**src/rtl/nexus_mem_port_ctrl_if.sv**
```systemverilog
// Bus bundle between the NexusRV16 datapath / program loader, the memory port
// sequencer and unified memory.
interface nexus_mem_port_ctrl_if #(
  parameter int DATA_W = 16,
  parameter int ADDR_W = 16
);
  logic              sel_in;
  logic              load_valid;
  logic [DATA_W-1:0] load_data;
  logic [ADDR_W-1:0] dp_pc;
  logic              dp_rd;
  logic              dp_wr;
  logic [ADDR_W-1:0] dp_addr;
  logic [DATA_W-1:0] dp_wdata;
  logic              dp_halted;
  logic [DATA_W-1:0] instr_out;
  logic              stall;
  logic [DATA_W-1:0] rdata;
  logic              rdata_valid;
  logic [ADDR_W-1:0] load_count;
  logic [ADDR_W-1:0] mem_addr;
  logic [DATA_W-1:0] mem_wdata;
  logic              mem_we;
  logic [DATA_W-1:0] mem_rdata;

  modport master (
    output sel_in, load_valid, load_data, dp_pc, dp_rd, dp_wr, dp_addr, dp_wdata,
           dp_halted, mem_rdata,
    input  instr_out, stall, rdata, rdata_valid, load_count, mem_addr, mem_wdata, mem_we
  );

  modport slave (
    input  sel_in, load_valid, load_data, dp_pc, dp_rd, dp_wr, dp_addr, dp_wdata,
           dp_halted, mem_rdata,
    output instr_out, stall, rdata, rdata_valid, load_count, mem_addr, mem_wdata, mem_we
  );
endinterface

```
**src/rtl/nexus_mem_port_ctrl.sv**
```systemverilog
// Single-port memory sequencer: shares one memory port between instruction fetch,
// data load/store and program loading, inserting stalls and NOP bubbles as needed.
module nexus_mem_port_ctrl #(
  parameter int                DATA_W        = 16,
  parameter int                ADDR_W        = 16,
  parameter int                WAIT_STATES   = 0,
  parameter int                BUBBLE_CYCLES = 1,
  parameter logic [DATA_W-1:0] NOP_WORD      = '1,
  parameter logic [ADDR_W-1:0] LOAD_BASE     = '0
) (
  input logic                 clk,
  input logic                 rst,
  nexus_mem_port_ctrl_if.slave bus
);

  localparam int WW = (WAIT_STATES > 0) ? $clog2(WAIT_STATES + 1) : 1;
  localparam int BW = (BUBBLE_CYCLES > 0) ? $clog2(BUBBLE_CYCLES + 1) : 1;
  localparam logic [WW-1:0] WAIT_LAST = WW'(WAIT_STATES);
  localparam logic [BW-1:0] BUB_LAST  = BW'((BUBBLE_CYCLES > 0) ? BUBBLE_CYCLES - 1 : 0);

  typedef enum logic [1:0] {FETCH, DATA, BUBBLE, LOAD} state_t;

  localparam state_t DATA_NEXT = (BUBBLE_CYCLES > 0) ? BUBBLE : FETCH;

  state_t            state;
  logic [WW-1:0]     wait_cnt;
  logic [BW-1:0]     bub_cnt;
  logic              op_wr;
  logic [DATA_W-1:0] rdata_q;
  logic              rdata_valid_q;
  logic [ADDR_W-1:0] load_count_q;
  logic [ADDR_W-1:0] load_cnt_cur;
  logic              data_req;
  logic              wait_done;

  // The first cycle of a load session already writes at LOAD_BASE, before the count clears.
  assign load_cnt_cur = (state == LOAD) ? load_count_q : '0;
  assign data_req     = bus.dp_rd | bus.dp_wr;
  assign wait_done    = (wait_cnt == WAIT_LAST);

  assign bus.rdata       = rdata_q;
  assign bus.rdata_valid = rdata_valid_q;
  assign bus.load_count  = load_count_q;

  // sel_in overrides whatever the FSM is doing in the same cycle, aborting any access.
  always_comb begin
    bus.instr_out = NOP_WORD;
    bus.stall     = 1'b0;
    bus.mem_addr  = bus.dp_pc;
    bus.mem_wdata = bus.dp_wdata;
    bus.mem_we    = 1'b0;
    if (!rst) begin
      bus.instr_out = NOP_WORD;
    end else if (bus.sel_in) begin
      bus.stall     = 1'b1;
      bus.mem_addr  = LOAD_BASE + load_cnt_cur;
      bus.mem_wdata = bus.load_data;
      bus.mem_we    = bus.load_valid;
    end else begin
      case (state)
        FETCH: begin
          if (data_req) begin
            bus.stall = 1'b1;
          end else if (bus.dp_halted) begin
            bus.stall = 1'b0;
          end else if (wait_done) begin
            bus.instr_out = bus.mem_rdata;
          end else begin
            bus.stall = 1'b1;
          end
        end
        DATA: begin
          bus.stall    = 1'b1;
          bus.mem_addr = bus.dp_addr;
          bus.mem_we   = bus.dp_wr;
        end
        BUBBLE: begin
          bus.stall = 1'b0;
        end
        LOAD: begin
          bus.stall    = 1'b1;
          bus.mem_addr = LOAD_BASE + load_count_q;
        end
        default: begin
          bus.stall = 1'b0;
        end
      endcase
    end
  end

  always_ff @(posedge clk or negedge rst) begin
    if (!rst) begin
      state         <= FETCH;
      wait_cnt      <= '0;
      bub_cnt       <= '0;
      op_wr         <= 1'b0;
      rdata_q       <= '0;
      rdata_valid_q <= 1'b0;
      load_count_q  <= '0;
    end else begin
      rdata_valid_q <= 1'b0;
      if (bus.sel_in) begin
        state        <= LOAD;
        wait_cnt     <= '0;
        bub_cnt      <= '0;
        load_count_q <= load_cnt_cur + ADDR_W'(bus.load_valid);
      end else begin
        case (state)
          FETCH: begin
            if (data_req) begin
              state    <= DATA;
              op_wr    <= bus.dp_wr;
              wait_cnt <= '0;
            end else if (bus.dp_halted || wait_done) begin
              wait_cnt <= '0;
            end else begin
              wait_cnt <= wait_cnt + WW'(1);
            end
          end
          DATA: begin
            if (wait_done) begin
              wait_cnt <= '0;
              bub_cnt  <= '0;
              state    <= DATA_NEXT;
              if (!op_wr) begin
                rdata_q       <= bus.mem_rdata;
                rdata_valid_q <= 1'b1;
              end
            end else begin
              wait_cnt <= wait_cnt + WW'(1);
            end
          end
          BUBBLE: begin
            if (bub_cnt == BUB_LAST) begin
              bub_cnt <= '0;
              state   <= FETCH;
            end else begin
              bub_cnt <= bub_cnt + BW'(1);
            end
          end
          LOAD: begin
            state <= FETCH;
          end
          default: begin
            state <= FETCH;
          end
        endcase
      end
    end
  end

endmodule

```
**src/flat_wrapper.sv**
```systemverilog
// flat-port wrapper written by rule: the top's interface ports become plain ports
module nexus_mem_port_ctrl_flat 
#(
  parameter int                DATA_W        = 16,
  parameter int                ADDR_W        = 16,
  parameter int                WAIT_STATES   = 0,
  parameter int                BUBBLE_CYCLES = 1,
  parameter logic [DATA_W-1:0] NOP_WORD      = '1,
  parameter logic [ADDR_W-1:0] LOAD_BASE     = '0
)
  (clk, rst, bus_sel_in, bus_load_valid, bus_load_data, bus_dp_pc, bus_dp_rd, bus_dp_wr, bus_dp_addr, bus_dp_wdata, bus_dp_halted, bus_mem_rdata, bus_instr_out, bus_stall, bus_rdata, bus_rdata_valid, bus_load_count, bus_mem_addr, bus_mem_wdata, bus_mem_we);
  nexus_mem_port_ctrl_if #(.DATA_W(DATA_W), .ADDR_W(ADDR_W)) bus_i ();
  input logic clk;
  input logic rst;
  input wire logic [$bits(bus_i.sel_in)-1:0] bus_sel_in;
  input wire logic [$bits(bus_i.load_valid)-1:0] bus_load_valid;
  input wire logic [$bits(bus_i.load_data)-1:0] bus_load_data;
  input wire logic [$bits(bus_i.dp_pc)-1:0] bus_dp_pc;
  input wire logic [$bits(bus_i.dp_rd)-1:0] bus_dp_rd;
  input wire logic [$bits(bus_i.dp_wr)-1:0] bus_dp_wr;
  input wire logic [$bits(bus_i.dp_addr)-1:0] bus_dp_addr;
  input wire logic [$bits(bus_i.dp_wdata)-1:0] bus_dp_wdata;
  input wire logic [$bits(bus_i.dp_halted)-1:0] bus_dp_halted;
  input wire logic [$bits(bus_i.mem_rdata)-1:0] bus_mem_rdata;
  output wire logic [$bits(bus_i.instr_out)-1:0] bus_instr_out;
  output wire logic [$bits(bus_i.stall)-1:0] bus_stall;
  output wire logic [$bits(bus_i.rdata)-1:0] bus_rdata;
  output wire logic [$bits(bus_i.rdata_valid)-1:0] bus_rdata_valid;
  output wire logic [$bits(bus_i.load_count)-1:0] bus_load_count;
  output wire logic [$bits(bus_i.mem_addr)-1:0] bus_mem_addr;
  output wire logic [$bits(bus_i.mem_wdata)-1:0] bus_mem_wdata;
  output wire logic [$bits(bus_i.mem_we)-1:0] bus_mem_we;
  assign bus_i.sel_in = bus_sel_in;
  assign bus_i.load_valid = bus_load_valid;
  assign bus_i.load_data = bus_load_data;
  assign bus_i.dp_pc = bus_dp_pc;
  assign bus_i.dp_rd = bus_dp_rd;
  assign bus_i.dp_wr = bus_dp_wr;
  assign bus_i.dp_addr = bus_dp_addr;
  assign bus_i.dp_wdata = bus_dp_wdata;
  assign bus_i.dp_halted = bus_dp_halted;
  assign bus_i.mem_rdata = bus_mem_rdata;
  assign bus_instr_out = bus_i.instr_out;
  assign bus_stall = bus_i.stall;
  assign bus_rdata = bus_i.rdata;
  assign bus_rdata_valid = bus_i.rdata_valid;
  assign bus_load_count = bus_i.load_count;
  assign bus_mem_addr = bus_i.mem_addr;
  assign bus_mem_wdata = bus_i.mem_wdata;
  assign bus_mem_we = bus_i.mem_we;
  nexus_mem_port_ctrl #(.DATA_W(DATA_W), .ADDR_W(ADDR_W), .WAIT_STATES(WAIT_STATES), .BUBBLE_CYCLES(BUBBLE_CYCLES), .NOP_WORD(NOP_WORD), .LOAD_BASE(LOAD_BASE)) u_core (.clk(clk), .rst(rst), .bus(bus_i));
endmodule
```
**config.mk**
```make
export PLATFORM = sky130hd
export DESIGN_NAME = nexus_mem_port_ctrl_flat
export DESIGN_NICKNAME = d
export VERILOG_FILES = /design/src/rtl/nexus_mem_port_ctrl_if.sv /design/src/rtl/nexus_mem_port_ctrl.sv /design/src/flat_wrapper.sv
export SDC_FILE = /design/constraint.sdc
export NUM_CORES = 1
export LEC_CHECK = 0
export BUFFER_PORTS_ARGS = -buffer_cell sky130_fd_sc_hd__buf_4
export CAP_MARGIN = 15
export CORE_AREA = 2 2 70 85
export CTS_CLUSTER_DIAMETER = 40
export DETAILED_ROUTE_END_ITERATION = 8
export DIE_AREA = 0 0 72 87
export PLACE_DENSITY = 0.83
export SYNTH_ARGS = -nofsm -noshare
export SYNTH_HDL_FRONTEND = slang
export SYNTH_SLANG_ARGS = --single-unit
```
**constraint.sdc**
```tcl
create_clock -name clk -period 4.9 [get_ports clk]
set_clock_uncertainty 0.15 [all_clocks]
set_input_delay 0.98 -clock clk [delete_from_list [all_inputs] [get_ports clk]]
set_output_delay 0.98 -clock clk [all_outputs]
set_load 0.01 [all_outputs]
```
; ---- Word level (Yosys, flattened, before mapping)
; Index checks and enable logic that the tools add are counted.
[word_totals]
regBits = 38
input_bits = 87
word_cells = 68
[op_classes]
n_addsub = 3
n_eq_ne = 6
mux = 39
bitwise_logic = 4
reduce_logical = 9
[ops]
columns = cell, count
row1 = 16-bit two-way mux, 11
row2 = 16-bit one-hot mux with 2 select lines, 1
row3 = 1-bit two-way mux, 19
row4 = 16-bit by 1-bit adder with 16-bit output, 1
row5 = 2-bit two-way mux, 4
row6 = 2-bit one-hot mux with 4 select lines, 1
row7 = 3-bit != test (second input constant), 2
row8 = 3-bit AND reduction, 2
row9 = 3-bit nonzero test, 2
row10 = 2-bit equality test (second input constant), 2
row11 = 1-bit one-hot mux with 2 select lines, 2
row12 = 4-bit AND reduction, 1
row13 = 3-bit by 2-bit != test with 1-bit output (second input constant), 1
row14 = 1-bit NOT, 3
row15 = 1-bit one-hot mux with 3 select lines, 1
row16 = 1-bit adder (second input constant), 2
row17 = 2-bit by 1-bit equality test with 1-bit output (second input constant), 1
row18 = 2-bit zero test, 1
row19 = 2-bit AND reduction, 1
row20 = 2-bit OR reduction, 1
row21 = 1-bit logical OR, 1
row22 = 1-bit OR, 1

; ---- Depth between registers and ports, before layout
[logic_depth]
ltp_word = 6
mapped_depth = 10
mapped_depth_nobuf = 7

; ---- Worst setup path before layout
; OpenSTA, ideal clock, no wires.
[synth_path]
path_type = input to output
startpoint = input bus_sel_in
endpoint = output bus_mem_wdata[10]
t_arrival_ns = 1.910
t_required_ns = 3.770
path_slack_ns = 1.860
cell_stages = 4
cell_sequence = buf_6 > nand2_1 > buf_2 > mux2_2
[synth_between]
elab_chain_len = 2
[synth_rtl]
columns = element, line_no
row1 = "start, declared", flat_wrapper.sv:15  ; input wire logic [$bits(bus_i.sel_in)-1:0] bus_sel_in;
row2 = 16-bit two-way mux, nexus_mem_port_ctrl.sv:54  ; end else if (bus.sel_in) begin
row3 = 16-bit two-way mux, nexus_mem_port_ctrl.sv:52  ; if (!rst) begin
row4 = "end, declared", flat_wrapper.sv:31  ; output wire logic [$bits(bus_i.mem_wdata)-1:0] bus_mem_wdata;
; No other way between the ends.

; ---- Worst setup path in the final report
[layout_path]
startpoint = input rst
endpoint = output bus_mem_wdata[7]
[layout_between]
elab_chain_len = 1
[layout_rtl]
columns = element, line_no
row1 = "start, declared", flat_wrapper.sv:14  ; input logic rst;
row2 = 16-bit two-way mux, nexus_mem_port_ctrl.sv:52
; No other way between the ends.

==> results.json <==
{
  "outcome": "finished clean",
  "critPathMaxFanout": 41,
  "drv_slew": 0,
  "port_buffers": 169,
  "worst_r2r_path_depth": 7,
  "synthArstFlopShare_pct": 100,
  "synthFlopType": "dfrtp_1",
  "drv_cap": 0,
  "cp-start-kind": "input port",
  "first_iter_violations": 165,
  "cellPowerDensity_nw_per_um2": 253,
  "fin_util_pct": 67.6,
  "worst_pin_slew_ns": 0.846,
  "ys_ff_latch": 37,
  "setup_viol": 0,
  "diodes": 0,
  "ioPinCount": 170,
  "yosys.area.top_type": "dfrtp_1",
  "syn_area_sq_um": 2380,
  "cts-root-buf": "clkbuf_8",
  "ys_types": 43,
  "vias": 2502,
  "worstPathArrival_ns": 2.50,
  "leakagePower_nw": 1.87,
  "rows": 30,
  "cts_resized": 0,
  "post-route-drc-count": 0,
  "fin_nets": 493,
  "syn_inst": 241,
  "overflow": 0,
  "nFillCells": 452,
  "hold_class": "reg2reg",
  "synth_top_area_share_pct": 38.9,
  "grt_pass1_wl_um": 11200,
  "place_hpwl_um": 5710,
  "worstHoldPathCells": 1,
  "grt_pass1_vias": 2340,
  "critPathKind": "in2out",
  "synth_warnings": 0,
  "postCtsSetupRepairBufs": 0,
  "ys_seq_area_share_pct": 38.9,
  "syn-num-nets": 329,
  "die_width_um": 72,
  "vdd_drop_max_mv": 0.123,
  "cts-htree-levels": 2,
  "cts_buffers": 5,
  "grt_max_degree": 42,
  "clk_pin_slew_ns": 0.07,
  "clk_latency_ns": 0.28,
  "groute.usage.overall_pct": 22.6,
  "hold_viol": 0,
  "drt_wl_total_um": 7360,
  "start_util_pct": 43.1,
  "period_share_pct": 74.0,
  "synth_edf_count": 0,
  "coreArea_sq_um": 5520,
  "tns_ns": 0,
  "ys_top_cells_by_count": "dfrtp_1, nand2_1, o21ai_0, mux2_2",
  "critPathRequiredTime_ns": 3.77,
  "vias_per_cell": 5.32,
  "syn_avg_cell_area_sq_um": 9.87,
  "cts_buffer_depth": 2,
  "holdBufCountCts": 0,
  "ant_nets": 0,
  "wl_per_cell_um": 15.7,
  "drtPass1Iterations": 4,
  "fin_crit_ns": 3.63,
  "die_h_um": 87,
  "syn2layout_area_growth_pct": 56.8,
  "cts_tree": "built",
  "dieArea_sq_um": 6260,
  "antenna_found_initial": 0,
  "cts.sinks": 37,
  "drive_above_1_share_pct": 57.1,
  "synthMostInstantiatedCell": "dfrtp_1",
  "synthTopCellsByArea": "dfrtp_1, mux2_2, mux2_4",
  "fmax_mhz": 276,
  "worst_setup_path_end_kind": "output pin",
  "globalplace.congestion": 0.874,
  "slew_headroom_pct": 43.6,
  "rsz0062_at_grt": "no"
}
[through the flow]
| stage | hold slack [ns] | cell area [sq um] | instances | power (mW) | worst slack, ns |
|---|---|---|---|---|---|
| 6_report | 0.358 | 3730 | 470 | 0.944 | 1.27 |
| 2_1_floorplan | 0.317 | 2380 | 241 | 0.555 | 1.86 |
| 3_3_place_gp | 0.335 | 3640 | 461 | 0.741 | 1.28 |
| 3_5_place_dp | 0.344 | 3640 | 461 | 0.750 | 1.19 |
| 5_1_grt | 0.376 | 3730 | 470 | 0.995 | 1.03 |
| 4_1_cts | 0.360 | 3720 | 469 | 0.955 | 1.19 |
[worst max-delay path, stage by stage]
cell	delay, ns
buf_4	0.42
nand2_1	0.52
mux2_2	0.43
buf_4	0.14
[routing by layer]
layer | global-route usage, % | share of wire (%)
met4 | 6.69 | 1.2
met3 | 3.47 | 8.3
met2 | 39.6 | 53
met1 | 28.7 | 37
met5 | 0 | 0
[kinds of logic after synthesis]
kind of cell / synth area share, %
and+or+nand+nor: 21.2
AOI/OAI and AO/OA: 14.8
DFF: 38.9
muxes: 17.9
buffers and inverters: 4.47
xor gates and xnor gates: 2.21
adders and majority gates: 0.526
[sequential cells by signal (all words and copies together), names as in the netlist]
signal                  cells
u_core.bus.load_count      16
u_core.bus.rdata           16
u_core.state                2
u_core.bus.rdata_valid      1
u_core.op_wr                1
u_core.wait_cnt             1
[layout by cell type, fill, tap and decap left out, types with 3 or more instances in the layout]
master | synthesis | routed
and3_1 | 5 | 5
mux2_4 | 9 | 9
inv_1 | 5 | 5
or2_2 | 14 | 14
mux2_2 | 24 | 24
dfrtp_1 | 37 | 37
buf_4 | 0 | 170
nand3_1 | 3 | 3
a21oi_1 | 8 | 8
a22oi_1 | 14 | 14
nand2_1 | 33 | 33
nor2_1 | 9 | 9
xor2_1 | 4 | 4
o21ai_0 | 25 | 25
nand4_1 | 5 | 5
clkbuf_8 | 0 | 5
[path summary, 6_finish.rpt]
check / start / to / slack [ns]
max reg2reg: u_core.state[0] / u_core.bus.load_count[12] / 1.90
max: rst / bus_mem_wdata[7] / 1.27
max in group asynchronous: rst / u_core.bus.rdata[4] / 3.73
min in group asynchronous: rst / u_core.bus.load_count[7] / 0.51
min reg2reg: u_core.bus.rdata[6] / u_core.bus.rdata[6] / 0.36
min: u_core.bus.rdata[6] / u_core.bus.rdata[6] / 0.36
[power by group]
group / switching [mW] / total, mW / leakage (nW) / internal (mW)
sequential: 0.0328 / 0.392 / 0.474 / 0.359
clock: 0.104 / 0.202 / 0.0450 / 0.0985
combinational: 0.142 / 0.350 / 1.35 / 0.208
total: 0.279 / 0.944 / 1.87 / 0.666
[final cells by class]
class / count / area, sq um / area share [%]
Multi-Input combinational cell: 186 / 1350 / 36.1
Inverter: 5 / 18.8 / 0.503
Clock buffer: 6 / 72.6 / 1.95
Tap cell: 64 / 80.1 / 2.15
Timing Repair Buffer: 170 / 1280 / 34.2
Sequential cell: 37 / 926 / 24.8
Clock inverter: 2 / 10.0 / 0.268
No activity file was read; power rests on OpenSTA's default activity.
